--- src/rtl/seg7_pkg.sv ---
// Shared types and constants for the seven-segment scan receiver.
// Latency: n/a (declarations only).
// Backpressure: n/a.
package seg7_pkg;

    // Receiver FSM encoding
    typedef enum logic [1:0] {
        ST_IDLE    = 2'd0,
        ST_SETTLE  = 2'd1,
        ST_CAPTURE = 2'd2,
        ST_HOLD    = 2'd3
    } state_t;

    // Active-high a..g patterns for the ten decimal digits
    localparam logic [6:0] SEG_0 = 7'b1111110;
    localparam logic [6:0] SEG_1 = 7'b0110000;
    localparam logic [6:0] SEG_2 = 7'b1101101;
    localparam logic [6:0] SEG_3 = 7'b1111001;
    localparam logic [6:0] SEG_4 = 7'b0110011;
    localparam logic [6:0] SEG_5 = 7'b1011011;
    localparam logic [6:0] SEG_6 = 7'b1011111;
    localparam logic [6:0] SEG_7 = 7'b1110000;
    localparam logic [6:0] SEG_8 = 7'b1111111;
    localparam logic [6:0] SEG_9 = 7'b1111011;

    localparam logic [6:0] SEG_BLANK  = 7'b0000000;
    localparam logic [3:0] BLANK_CODE = 4'hF;
    localparam logic [3:0] BAD_CODE   = 4'hE;

    // Number of active (low) anode enables
    function automatic logic [2:0] low_count(input logic [3:0] an);
        return {2'b00, ~an[0]} + {2'b00, ~an[1]} + {2'b00, ~an[2]} + {2'b00, ~an[3]};
    endfunction

    // Index of the lowest active anode; only meaningful when exactly one is low
    function automatic logic [1:0] low_index(input logic [3:0] an);
        logic [1:0] idx;
        idx = 2'd0;
        if (!an[0])      idx = 2'd0;
        else if (!an[1]) idx = 2'd1;
        else if (!an[2]) idx = 2'd2;
        else if (!an[3]) idx = 2'd3;
        return idx;
    endfunction

endpackage

--- src/rtl/seg7_decode.sv ---
// Seven-segment pattern to BCD code decoder (blank -> F, illegal -> E).
// Latency: purely combinational.
// Backpressure: none.
module seg7_decode
    import seg7_pkg::*;
(
    input  logic [6:0] pat,
    output logic [3:0] code,
    output logic       ok
);

    // Map legal digit shapes to their value; everything unknown flags not-ok
    always_comb begin
        code = BAD_CODE;
        ok   = 1'b0;
        case (pat)
            SEG_0:     begin code = 4'd0;       ok = 1'b1; end
            SEG_1:     begin code = 4'd1;       ok = 1'b1; end
            SEG_2:     begin code = 4'd2;       ok = 1'b1; end
            SEG_3:     begin code = 4'd3;       ok = 1'b1; end
            SEG_4:     begin code = 4'd4;       ok = 1'b1; end
            SEG_5:     begin code = 4'd5;       ok = 1'b1; end
            SEG_6:     begin code = 4'd6;       ok = 1'b1; end
            SEG_7:     begin code = 4'd7;       ok = 1'b1; end
            SEG_8:     begin code = 4'd8;       ok = 1'b1; end
            SEG_9:     begin code = 4'd9;       ok = 1'b1; end
            SEG_BLANK: begin code = BLANK_CODE; ok = 1'b1; end
            default:   begin code = BAD_CODE;   ok = 1'b0; end
        endcase
    end

endmodule

--- src/rtl/seg7_scan_rx.sv ---
// Receives a multiplexed 4-digit 7-seg display scan and latches whole frames.
// Latency: capture SETTLE+1 cycles after the synchronized input settles; frame out 2 cycles after last capture.
// Backpressure: none; the display is sampled every cycle and frames are overwritten.
module seg7_scan_rx
    import seg7_pkg::*;
#(
    parameter int SETTLE  = 4,
    parameter int TIMEOUT = 1_000_000
) (
    input  logic        clk,
    input  logic        rst,
    input  logic [3:0]  AN,
    input  logic [6:0]  seg,
    input  logic        DP,
    output logic [15:0] digits,
    output logic [3:0]  digit_ok,
    output logic [6:0]  value,
    output logic        value_ok,
    output logic        frame_strb,
    output logic        err_multi,
    output logic        stale
);

    localparam int CW = (SETTLE > 1) ? $clog2(SETTLE) : 1;
    localparam int TW = $clog2(TIMEOUT + 1);
    localparam logic [CW-1:0] SETTLE_LAST = CW'(SETTLE - 1);
    localparam logic [TW-1:0] STALE_MAX   = TW'(TIMEOUT);

    // Synchronizers plus one extra stage used for change detection
    logic [3:0]      an_s1_q, an_s1_d, an_s2_q, an_s2_d, an_prev_q, an_prev_d;
    logic [6:0]      seg_s1_q, seg_s1_d, seg_s2_q, seg_s2_d, seg_prev_q, seg_prev_d;
    logic            dp_s1_q, dp_s1_d, dp_s2_unused_q, dp_s2_unused_d;

    state_t          state_q, state_d;
    logic [CW-1:0]   settle_cnt_q, settle_cnt_d;
    logic [CW-1:0]   multi_cnt_q, multi_cnt_d;
    logic [TW-1:0]   stale_cnt_q, stale_cnt_d;

    // Shadow frame being assembled, one slot per digit
    logic [3:0][3:0] shadow_code_q, shadow_code_d;
    logic [3:0]      shadow_ok_q, shadow_ok_d;
    logic [3:0]      seen_q, seen_d;

    logic [15:0]     digits_q, digits_d;
    logic [3:0]      digit_ok_q, digit_ok_d;
    logic [6:0]      value_q, value_d;
    logic            value_ok_q, value_ok_d;
    logic            frame_strb_q, frame_strb_d;
    logic            err_multi_q, err_multi_d;

    logic            an_changed, in_changed, one_low, multi_low, settle_done;
    logic            capture_en, settle_run;
    logic [1:0]      act_idx;
    logic [6:0]      seg_act;
    logic [3:0]      dec_code;
    logic            dec_ok;
    logic [6:0]      frame_value;
    logic            frame_value_ok;

    assign an_changed  = (an_s2_q != an_prev_q);
    assign in_changed  = an_changed || (seg_s2_q != seg_prev_q);
    assign one_low     = (low_count(an_s2_q) == 3'd1);
    assign multi_low   = (low_count(an_s2_q) >= 3'd2);
    assign act_idx     = low_index(an_s2_q);
    assign seg_act     = ~seg_s2_q;
    assign settle_done = (state_q == ST_SETTLE) && !in_changed && (settle_cnt_q == SETTLE_LAST);

    // Low two digits of the shadow frame as a binary number
    assign frame_value    = {3'b000, shadow_code_q[1]} * 7'd10 + {3'b000, shadow_code_q[0]};
    assign frame_value_ok = shadow_ok_q[1] && shadow_ok_q[0]
                          && (shadow_code_q[1] <= 4'd9) && (shadow_code_q[0] <= 4'd9);

    seg7_decode u_decode (
        .pat  (seg_act),
        .code (dec_code),
        .ok   (dec_ok)
    );

    // FSM state register
    always_ff @(posedge clk or posedge rst) begin
        if (rst) state_q <= ST_IDLE;
        else     state_q <= state_d;
    end

    // FSM next-state: wait for one anode, let it settle, capture once, hold until it moves
    always_comb begin
        state_d = state_q;
        case (state_q)
            ST_IDLE:    if (one_low) state_d = ST_SETTLE;
            ST_SETTLE:  if (!one_low) state_d = ST_IDLE;
                        else if (settle_done) state_d = ST_CAPTURE;
            ST_CAPTURE: state_d = ST_HOLD;
            ST_HOLD:    if (an_changed) state_d = one_low ? ST_SETTLE : ST_IDLE;
            default:    state_d = ST_IDLE;
        endcase
    end

    // FSM outputs
    always_comb begin
        capture_en = (state_q == ST_CAPTURE);
        settle_run = (state_q == ST_SETTLE);
    end

    // Datapath next values: sync, counters, shadow frame and output latch
    always_comb begin
        an_s1_d        = AN;
        an_s2_d        = an_s1_q;
        an_prev_d      = an_s2_q;
        seg_s1_d       = seg;
        seg_s2_d       = seg_s1_q;
        seg_prev_d     = seg_s2_q;
        dp_s1_d        = DP;
        dp_s2_unused_d = dp_s1_q;

        // Settle counter restarts on any change and only runs while settling
        settle_cnt_d = '0;
        if (settle_run && !in_changed && (settle_cnt_q != SETTLE_LAST))
            settle_cnt_d = settle_cnt_q + CW'(1);

        // Consecutive multi-anode cycles; a full settle window of them is sticky
        multi_cnt_d = '0;
        err_multi_d = err_multi_q;
        if (multi_low) begin
            if (multi_cnt_q == SETTLE_LAST) begin
                multi_cnt_d = multi_cnt_q;
                err_multi_d = 1'b1;
            end else begin
                multi_cnt_d = multi_cnt_q + CW'(1);
            end
        end

        // Saturating cycles-since-capture counter
        stale_cnt_d = stale_cnt_q;
        if (capture_en)                    stale_cnt_d = '0;
        else if (stale_cnt_q != STALE_MAX) stale_cnt_d = stale_cnt_q + TW'(1);

        shadow_code_d = shadow_code_q;
        shadow_ok_d   = shadow_ok_q;
        seen_d        = seen_q;
        digits_d      = digits_q;
        digit_ok_d    = digit_ok_q;
        value_d       = value_q;
        value_ok_d    = value_ok_q;
        frame_strb_d  = 1'b0;

        // A complete shadow frame is published as one coherent update
        if (seen_q == 4'hF) begin
            digits_d     = shadow_code_q;
            digit_ok_d   = shadow_ok_q;
            value_ok_d   = frame_value_ok;
            value_d      = frame_value_ok ? frame_value : 7'd0;
            frame_strb_d = 1'b1;
            seen_d       = '0;
        end

        // Last capture of a digit wins within a frame
        if (capture_en) begin
            shadow_code_d[act_idx] = dec_code;
            shadow_ok_d[act_idx]   = dec_ok;
            seen_d[act_idx]        = 1'b1;
        end
    end

    // All state flops; synchronizers reset to the idle (all-high) level
    always_ff @(posedge clk or posedge rst) begin
        if (rst) begin
            an_s1_q        <= '1;
            an_s2_q        <= '1;
            an_prev_q      <= '1;
            seg_s1_q       <= '1;
            seg_s2_q       <= '1;
            seg_prev_q     <= '1;
            dp_s1_q        <= 1'b1;
            dp_s2_unused_q <= 1'b1;
            settle_cnt_q   <= '0;
            multi_cnt_q    <= '0;
            stale_cnt_q    <= '0;
            shadow_code_q  <= '0;
            shadow_ok_q    <= '0;
            seen_q         <= '0;
            digits_q       <= 16'hFFFF;
            digit_ok_q     <= '0;
            value_q        <= '0;
            value_ok_q     <= 1'b0;
            frame_strb_q   <= 1'b0;
            err_multi_q    <= 1'b0;
        end else begin
            an_s1_q        <= an_s1_d;
            an_s2_q        <= an_s2_d;
            an_prev_q      <= an_prev_d;
            seg_s1_q       <= seg_s1_d;
            seg_s2_q       <= seg_s2_d;
            seg_prev_q     <= seg_prev_d;
            dp_s1_q        <= dp_s1_d;
            dp_s2_unused_q <= dp_s2_unused_d;
            settle_cnt_q   <= settle_cnt_d;
            multi_cnt_q    <= multi_cnt_d;
            stale_cnt_q    <= stale_cnt_d;
            shadow_code_q  <= shadow_code_d;
            shadow_ok_q    <= shadow_ok_d;
            seen_q         <= seen_d;
            digits_q       <= digits_d;
            digit_ok_q     <= digit_ok_d;
            value_q        <= value_d;
            value_ok_q     <= value_ok_d;
            frame_strb_q   <= frame_strb_d;
            err_multi_q    <= err_multi_d;
        end
    end

    assign digits     = digits_q;
    assign digit_ok   = digit_ok_q;
    assign value      = value_q;
    assign value_ok   = value_ok_q;
    assign frame_strb = frame_strb_q;
    assign err_multi  = err_multi_q;
    assign stale      = (stale_cnt_q == STALE_MAX);

endmodule
--- config.mk ---
export PLATFORM = sky130hd
export DESIGN_NAME = seg7_scan_rx
export DESIGN_NICKNAME = d
export VERILOG_FILES = /design/src/rtl/seg7_pkg.sv /design/src/rtl/seg7_decode.sv /design/src/rtl/seg7_scan_rx.sv
export SDC_FILE = /design/constraint.sdc
export NUM_CORES = 1
export LEC_CHECK = 0
export BUFFER_PORTS_ARGS = -buffer_cell sky130_fd_sc_hd__buf_2
export CORE_ASPECT_RATIO = 1.5
export CORE_UTILIZATION = 35
export CTS_CLUSTER_DIAMETER = 60
export DETAILED_ROUTE_END_ITERATION = 10
export MAX_ROUTING_LAYER = met4
export PLACE_DENSITY = 0.54
export SLEW_MARGIN = 20
export SYNTH_ARGS = -nofsm -noshare
export SYNTH_HDL_FRONTEND = slang
export SYNTH_HIERARCHICAL = 1
export SYNTH_SLANG_ARGS = --single-unit
--- constraint.sdc ---
create_clock -name clk -period 3.5 [get_ports clk]
set_input_delay 0.175 -clock clk [delete_from_list [all_inputs] [get_ports clk]]
set_output_delay 0.175 -clock clk [all_outputs]
set_load 0.01 [all_outputs]
# Yosys cells after proc, flatten, opt, wreduce, memory -nomap -nowiden
# Cells that the tools add are included.
[totals] output_inout_bits=31 wordCells=109 register_bits=113
[classes] n_bitwise=6 add_sub_neg=7 eq_ne=26 magnitude_cmp=5 mul=1 muxes=27 n_reduce_logical=15
[ops] cell="7-bit == test, second input constant" count=8
[ops] cell="4-bit one-hot mux with 11 select lines" count=1
[ops] cell="20-bit two-way mux" count=2
[ops] cell="2-bit two-way mux" count=11
[ops] cell="20-bit by 1-bit adder with 20-bit output, second input constant" count=1
[ops] cell="20-bit == test, second input constant" count=1
[ops] cell="20-bit inequality test, second input constant" count=1
[ops] cell="16-bit bitwise mux" count=1
[ops] cell="7-bit by 6-bit == test with 1-bit output, second input constant" count=2
[ops] cell="4-bit two-way mux" count=3
[ops] cell="11-bit OR reduction" count=1
[ops] cell="4-bit demux with 2-bit select" count=1
[ops] cell="2-bit == test, second input constant" count=4
[ops] cell="4-bit <= comparator, second input constant" count=2
[ops] cell="2-bit inequality test, second input constant" count=4
[ops] cell="2-bit one-hot mux with 4 select lines" count=1
[ops] cell="7-bit by 4-bit adder with 7-bit output" count=1
[ops] cell="1-bit logical AND" count=7
[ops] cell="7-bit zero test" count=1
[ops] cell="7-bit two-way mux" count=1
[ops] cell="7-bit inequality test" count=1
[ops] cell="7-bit NOT" count=1
[ops] cell="4-bit by 3-bit multiplier with 6-bit output, second input constant" count=1
[ops] cell="2-bit by 1-bit adder with 2-bit output, second input constant" count=2
[ops] cell="other kinds (22)" count=28

# Logic depth before layout (Yosys ltp)
# Gate-level depths: netlist (run 1).
[depth] depth_word=10 mapped_depth=9

# Hierarchy
# Netlist (run 1), hierarchy kept.
[by_module_without_submodules] module="seg7_scan_rx" area_per_inst_um2=4704.5 n_inst=1 cells_each=408
[by_module_without_submodules] module="seg7_decode" area_per_inst_um2=256.5 n_inst=1 cells_each=38

# Worst setup path before layout (run 1)
# OpenSTA, ideal clock, no wires.
[synth_timing] path_type="register -> register" from="register an_s2_q[1] (netlist: an_prev_d[1])" to="register state_q[0]" required_time_ns=3.379 setup_ns=0.121 stages_incl_launch_ff=10 t_arrival_ns=2.194 slack_ns=1.185 path_cell_list="dfstp_2 -> fa_1 -> inv_1 -> ha_1 -> inv_1 -> ha_1 -> nor2_1 -> and2_1 -> or3_1 -> a22o_1"
[synth_via] elab_chain_cells=8
[synth_rtl] item="start: declaration" line_no="seg7_scan_rx.sv:30" rtl="logic [3:0] an_s1_q, an_s1_d, an_s2_q, an_s2_d, an_prev_q, an_prev_d;"
[synth_rtl] item="start signal: assignment" line_no="seg7_scan_rx.sv:189" rtl="an_s2_q <= an_s2_d;"
[synth_rtl] item="1-bit NOT" line_no="seg7_pkg.sv:32" rtl="return {2'b00, ~an[0]} + {2'b00, ~an[1]} + {2'b00, ~an[2]} + {2'b00, ~an[3]};"
[synth_rtl] item="1-bit by 1-bit adder with 2-bit output" line_no="seg7_pkg.sv:32"
[synth_rtl] item="2-bit by 1-bit adder with 3-bit output" line_no="seg7_pkg.sv:32"
[synth_rtl] item="3-bit by 1-bit adder with 3-bit output" line_no="seg7_pkg.sv:32"
[synth_rtl] item="3-bit by 1-bit == test with 1-bit output" line_no="seg7_scan_rx.sv:62" rtl="assign one_low = (low_count(an_s2_q) == 3'd1);"
[synth_rtl] item="1-bit two-way mux" line_no="seg7_scan_rx.sv:93" rtl="ST_HOLD: if (an_changed) state_d = one_low ? ST_SETTLE : ST_IDLE;"
[synth_rtl] item="2-bit two-way mux" line_no="seg7_scan_rx.sv:93"
[synth_rtl] item="2-bit one-hot mux with 4 select lines" line_no="seg7_scan_rx.sv:88" rtl="case (state_q)"
[synth_rtl] item="end signal: assignment" line_no="seg7_scan_rx.sv:82" rtl="else state_q <= state_d;"
[synth_rtl] item="end: declaration" line_no="seg7_scan_rx.sv:34" rtl="state_t state_q, state_d;"
# Several ways; a longest one is shown, not always the timed one. The select of a mux whose other input is x is not followed.
# A chain may end at the register's enable or synchronous reset.

# Final worst setup path (run 1)
# Same ends and word-level chain as after synthesis.

==> flow_metrics.env, run 1 <==
export IMPL_status="finished with violations"
export IMPL_violations="negative hold slack"
export IMPL_start_util_pct=36.3
export IMPL_ys_seq_elements=113
export IMPL_routabilityCongestion=0.790
export IMPL_drive_above_1_share_pct=29.0
export IMPL_fin_crit_ns=2.43
export IMPL_diodes=0
export IMPL_firstDrtPassIters=5
export IMPL_fin_nets=543
export IMPL_p_total_mw=3.44
export IMPL_tritoncts="done"
export IMPL_grt_pass1_wl_mm=16.4
export IMPL_dieHeight_um=148
export IMPL_clock_latency_ns=0.41
export IMPL_synth_top_area_share_pct=32.3
export IMPL_yosys_warnings=6
export IMPL_syn_area_um2=4960
export IMPL_hold_class="input port to async pin"
export IMPL_grt_overflow=0
export IMPL_wire_per_inst_um=13.8
export IMPL_drt_iter0_markers=85
export IMPL_synth_largest_area_cell="dfrtp_1"
export IMPL_clk_pin_slew_ns=0.05
export IMPL_critPathKind="register to register"
export IMPL_hpwl_mm=6.33
export IMPL_coreArea_um2=13700
export IMPL_syn_to_final_growth_pct=23.5
export IMPL_reg2reg_to="state_q[0]$_DFFE_PP0P_"
export IMPL_numClockSinks=113
export IMPL_p_leak_nw=2.89
export IMPL_cts_resized=0
export IMPL_r2r_start="an_prev_d[1]$_DFF_PP1_"
export IMPL_dieArea_um2=14700
export IMPL_ant_nets=0
export IMPL_row_count=52
export IMPL_h_tree_depth=4
export IMPL_root_buffer="clkbuf_16"
export IMPL_holdWs_ns=-0.0000178
export IMPL_cp_required_ns=3.79
export IMPL_slew_headroom_pct=35.6
export IMPL_antenna_found_initial=0
export IMPL_cp_max_fo=6
export IMPL_syn_nets=477
export IMPL_grt_pass1_vias=3536
export IMPL_finalHoldViolCount=1
export IMPL_rsz0062_at_grt="no"
export IMPL_fmax_mhz=412
export IMPL_grt_max_degree=80
export IMPL_fin_worst_skew_ns=0.0114
export IMPL_finalSetupTns_ns=0
export IMPL_yosysMostFrequentCell="nand2_1"
export IMPL_ios=45
export IMPL_via_count=3385
export IMPL_rrSetupSlack_ns=1.07
export IMPL_grt_usage_pct=14.7
export IMPL_synthTopCellsByCount="82 x nand2_1, 64 x dfrtp_1, 49 x dfstp_2, 26 x inv_1, 25 x o21ai_0"
export IMPL_syn_inst=446
export IMPL_tightest_slew_ns=0.967
export IMPL_crit_path_end_kind="register"
export IMPL_via_per_inst=4.93
export IMPL_avgSynthCellArea_um2=11.1
export IMPL_synthTopCellsByArea="dfrtp_1 32%, dfstp_2 26%, nand2_1 6.2%, mux2_2 4.1%, ha_1 3.5%"
export IMPL_start_kind="register"
export IMPL_wl_mm=9.48
export IMPL_slew_viol_final=0
export IMPL_drv_cap=0
export IMPL_setup_viol=0
export IMPL_port_buffers=43
export IMPL_cts_made_buffers=17
export IMPL_yosys_cell_types_count=60
export IMPL_worst_r2r_path_depth=9
export IMPL_ir_worst_vdd_uv=327
export IMPL_synth_edff_count=0
export IMPL_min_period_over_period_pct=69.4
export IMPL_drc_errors=0
export IMPL_synth_async_reset_ratio_pct=100
export IMPL_arrival_ns=2.72
export IMPL_seq_area_frac_synth_pct=58.2
export IMPL_cts_buffer_depth=2
export IMPL_powerDensity_nw_per_um2=562
export IMPL_die_w_um=99.2
export IMPL_yosys_most_used_dff="dfrtp_1"
## metal layers
layer  global-route usage, %  up-vias  routed length [um]
li1                        -     1654                   -
met1                    16.3     1651                4110
met2                    24.8       67                4890
met3                    3.97       13                 310
met4                    6.18        0                 160
met5                       -        -                   0
## worst max-delay path by stage
stage | endpoint | start | slack (ns) | cells past startpoint
after floorplan | async pin | rst | 0.42 | 1
after global placement | state_q[0]$_DFFE_PP0P_ | an_prev_d[1]$_DFF_PP1_ | 1.11 | 9
after detailed placement | state_q[0]$_DFFE_PP0P_ | an_prev_d[1]$_DFF_PP1_ | 1.06 | 9
after CTS | state_q[0]$_DFFE_PP0P_ | an_prev_d[3]$_DFF_PP1_ | 1.05 | 9
after global routing | state_q[0]$_DFFE_PP0P_ | an_prev_d[1]$_DFF_PP1_ | 0.95 | 9
final | state_q[0]$_DFFE_PP0P_ | an_prev_d[1]$_DFF_PP1_ | 1.07 | 9
## worst max-delay path: stages (launching register included)
cell	delay, ns
dfstp_2	0.60
fa_1	0.43
inv_1	0.07
ha_1	0.16
inv_1	0.05
ha_1	0.28
nor2_1	0.05
and2_1	0.15
or3_1	0.30
a22o_1	0.23
## metrics by stage
step	area (um^2)	setup WS [ns]	hold slack, ns	cells	util (%)
5_1_grt	6130	0.954	0.0719	687	44.8
2_1_floorplan	4960	0.419	0.179	446	-
3_3_place_gp	5350	1.11	0.279	644	39.1
3_5_place_dp	5350	1.06	0.281	644	39.1
4_1_cts	6130	1.05	0.0357	687	44.8
6_report	6130	1.07	-0.0000178	687	44.8
## timing repair
item	CTS	global route
endpoints found under the hold margin	11	0
hold buffers	11	0
buffers inserted	0	0
## registers in the layout, indices dropped and copies added (netlist names), 4 cells and up, named ones only
register and count:
value 7, seg_prev_d 7, an_prev_d 4, seg_s1_q 7, stale_cnt_q 20, shadow_code_q 16, shadow_ok_q 4, seen_q 4
an_prev_q 4, digits 16, digit_ok 4, seg_prev_q 7, an_s1_q 4
## cells by family after synthesis
group	after synthesis	share of synthesized area, %
mux	21	4.69
flops	113	58.2
buf+inv	38	3.35
fa+ha+maj	17	4.74
compound gates	56	6.99
simple gates	174	17.2
xor+xnor	27	4.77
## area by class of cell
cell class / instances / area (um^2)
sequential: 113 / 2890
inverter: 27 / 104
tap: 162 / 203
timing repair buffer: 58 / 355
clock buffer: 25 / 528
fill: 1323 / 7540
multi-input combinational: 295 / 1910
clock inverter: 7 / 141
## placed cells by master (no fill, tap or decap), types with 2 or more instances in the layout
master / count
nand2_1: 82
dfrtp_1: 64
dfstp_2: 49
buf_2: 43
inv_1: 25
o21ai_0: 25
nor2_1: 24
xor2_1: 19
clkbuf_16: 19
mux2_2: 18
ha_1: 14
nand3_1: 11
dlygate4sd3_1: 11
a21oi_1: 10
nand4_1: 8
xnor2_1: 8
nor4_1: 7
nor3_1: 7
or3_1: 5
nor2b_1: 4
bufinv_16: 4
buf_4: 4
or4_1: 3
mux2i_1: 3
a21o_1: 3
fa_1: 3
clkbuf_8: 3
clkbuf_1: 3
nand2b_1: 2
nand4b_1: 2
and2_1: 2
a211oi_1: 2
or2_1: 2
and4_1: 2
o31ai_1: 2
nand3b_1: 2
## report_power, final
group,internal (mW),switching (mW)
Combinational,0.0594,0.0839
Sequential,1.36,0.0236
Clock,1.33,0.582
Total,2.75,0.690
No activity file was read; power rests on OpenSTA's default activity.
==> run 2: changes to the inputs <==
- PLACE_DENSITY: 0.54 -> 0.56
- clock period: 3.5 -> 2.03 ns (I/O delays scaled with it)
==> run 2 against run 1 <==
Count of clock-buffer cells in the layout decreased by 5. Utilization increased by 1.9 points. The run ends with negative setup slack left. Sequential share of layout area decreased by 1.9 points. Setup slack got worse by 1.3 ns. First-iteration DRC count increased by 78%. Cell area increased by 4.2%. Critical endpoint unchanged. Critical path depth unchanged.
==> flow_metrics.env, run 2 (synthesis gave the netlist of run 1 again) <==
export IMPL_status="finished with violations"
export IMPL_violations="negative setup slack"
export IMPL_h_tree_depth=4
export IMPL_fmax_mhz=434
export IMPL_firstDrtPassIters=4
export IMPL_clock_latency_ns=0.41
export IMPL_numClockSinks=113
export IMPL_coreArea_um2=13700
export IMPL_final_common_cell="nand2_1"
export IMPL_fin_crit_ns=2.30
export IMPL_worst_r2r_path_depth=9
export IMPL_largest_reg_flops=20
export IMPL_cts_made_buffers=17
export IMPL_finalSetupTns_ns=-0.274
export IMPL_drt_iter0_markers=151
export IMPL_rrSetupSlack_ns=-0.27
export IMPL_p_leak_nw=3.02
export IMPL_holdWs_ns=0.337
export IMPL_root_buffer="clkbuf_16"
export IMPL_mostFrequentLayoutCells="82 x nand2_1, 64 x dfrtp_1, 49 x dfstp_2"
export IMPL_drv_cap=0
export IMPL_cp_max_fo=2
export IMPL_antenna_found_initial=0
export IMPL_start_util_pct=36.3
export IMPL_p_total_mw=5.52
export IMPL_wire_per_inst_um=13.8
export IMPL_fin_nets=576
export IMPL_routabilityCongestion=0.845
export IMPL_tritoncts="done"
export IMPL_cp_required_ns=2.32
export IMPL_syn_to_final_growth_pct=28.7
export IMPL_fin_worst_skew_ns=0.0100
export IMPL_min_period_over_period_pct=113
export IMPL_dieArea_um2=14700
export IMPL_die_w_um=99.2
export IMPL_via_count=3539
export IMPL_port_buffers=43
export IMPL_powerDensity_nw_per_um2=865
export IMPL_drc_errors=0
export IMPL_start_kind="register"
export IMPL_hold_depth=2
export IMPL_r2r_start="an_prev_d[1]$_DFF_PP1_"
export IMPL_dieHeight_um=148
export IMPL_slew_headroom_pct=59.5
export IMPL_drive_above_1_share_pct=36.2
export IMPL_ir_worst_vdd_uv=597
export IMPL_via_per_inst=4.92
export IMPL_reg2reg_to="state_q[0]$_DFFE_PP0P_"
export IMPL_grt_pass1_wl_mm=17.2
export IMPL_place_area_um2=5540
export IMPL_slew_viol_final=0
export IMPL_grt_max_degree=114
export IMPL_diodes=0
export IMPL_rsz0062_at_grt="yes"
export IMPL_hold_path_startpoint="seg[0]"
export IMPL_wl_mm=9.93
export IMPL_finalHoldViolCount=0
export IMPL_ant_nets=0
export IMPL_grt_pass1_vias=3688
export IMPL_critPathKind="register to register"
export IMPL_row_count=52
export IMPL_grt_overflow=0
export IMPL_hpwl_mm=6.47
export IMPL_tightest_slew_ns=0.607
export IMPL_final_area_um2=6380
export IMPL_min_to="seg_s1_q[0]$_DFF_PP1_"
export IMPL_clk_pin_slew_ns=0.05
export IMPL_worst_slack_ns=-0.274
export IMPL_hold_class="input port to register"
export IMPL_arrival_ns=2.59
export IMPL_largest_register="stale_cnt_q"
export IMPL_grt_usage_pct=15.3
export IMPL_setup_viol=1
export IMPL_ios=45
export IMPL_n_fill_cell=1249
export IMPL_cts_buffer_depth=2
export IMPL_worstSetupStartpoint="an_prev_d[1]$_DFF_PP1_"
export IMPL_crit_path_end_kind="register"
run 2: worst max-delay path: stages, from the launching register on:
cell and delay (ns):
dfstp_2 0.54, fa_1 0.41, inv_1 0.08, ha_2 0.18, inv_2 0.05, ha_4 0.27
nor2_2 0.04, and2_4 0.13, or3_1 0.30, a22o_1 0.21
run 2: routing by layer:
metal	GRT usage (%)	vias up	share of wire [%]
met5	-	-	0
met1	17.1	1747	43
met2	26.0	58	53
met3	3.78	13	2.7
met4	6.18	0	1.5
li1	-	1721	-
run 2: area by class of cell:
cell class	count	area, um^2	area share (%)
Clock inverter	12	115	1.80
Inverter	27	109	1.71
Multi-Input combinational cell	295	2000	31.4
Clock buffer	20	447	7.00
Tap cell	162	203	3.18
Sequential cell	113	2890	45.3
Timing Repair Buffer	91	618	9.68
run 2: metrics by stage:
step	utilization [%]	setup WS (ns)	instances
6_report	46.7	-0.274	720
5_1_grt	46.7	-0.353	720
4_1_cts	45.8	-0.251	713
3_5_place_dp	40.5	-0.288	667
3_3_place_gp	40.5	-0.243	667
2_1_floorplan	-	-0.262	446
run 2: how the worst max path moves through the flow:
stage | endpoint | slack (ns) | cells past startpoint
4_1_cts | state_q[0]$_DFFE_PP0P_ | -0.25 | 9
3_5_place_dp | state_q[0]$_DFFE_PP0P_ | -0.29 | 9
6_report | state_q[0]$_DFFE_PP0P_ | -0.27 | 9
2_1_floorplan | state_q[0]$_DFFE_PP0P_ | -0.26 | 9
5_1_grt | state_q[0]$_DFFE_PP0P_ | -0.35 | 9
3_3_place_gp | state_q[0]$_DFFE_PP0P_ | -0.24 | 9
run 2: power by group:
part / internal [mW] / total (mW) / switching [mW] / leakage (nW)
registers: 2.34 / 2.38 / 0.0335 / 1.38
logic: 0.148 / 0.320 / 0.172 / 1.35
clock network: 1.82 / 2.82 / 1.00 / 0.284
total: 4.31 / 5.52 / 1.21 / 3.02
run 2: timing repair:
item / in CTS / in global routing
gates resized for setup: 4 / 19
endpoints found under the setup margin: 8 / 21
pin swaps: 1 / 7
endpoints found under the hold margin: 75 / 0
buffers inserted: 2 / 7
hold buffers: 12 / 0
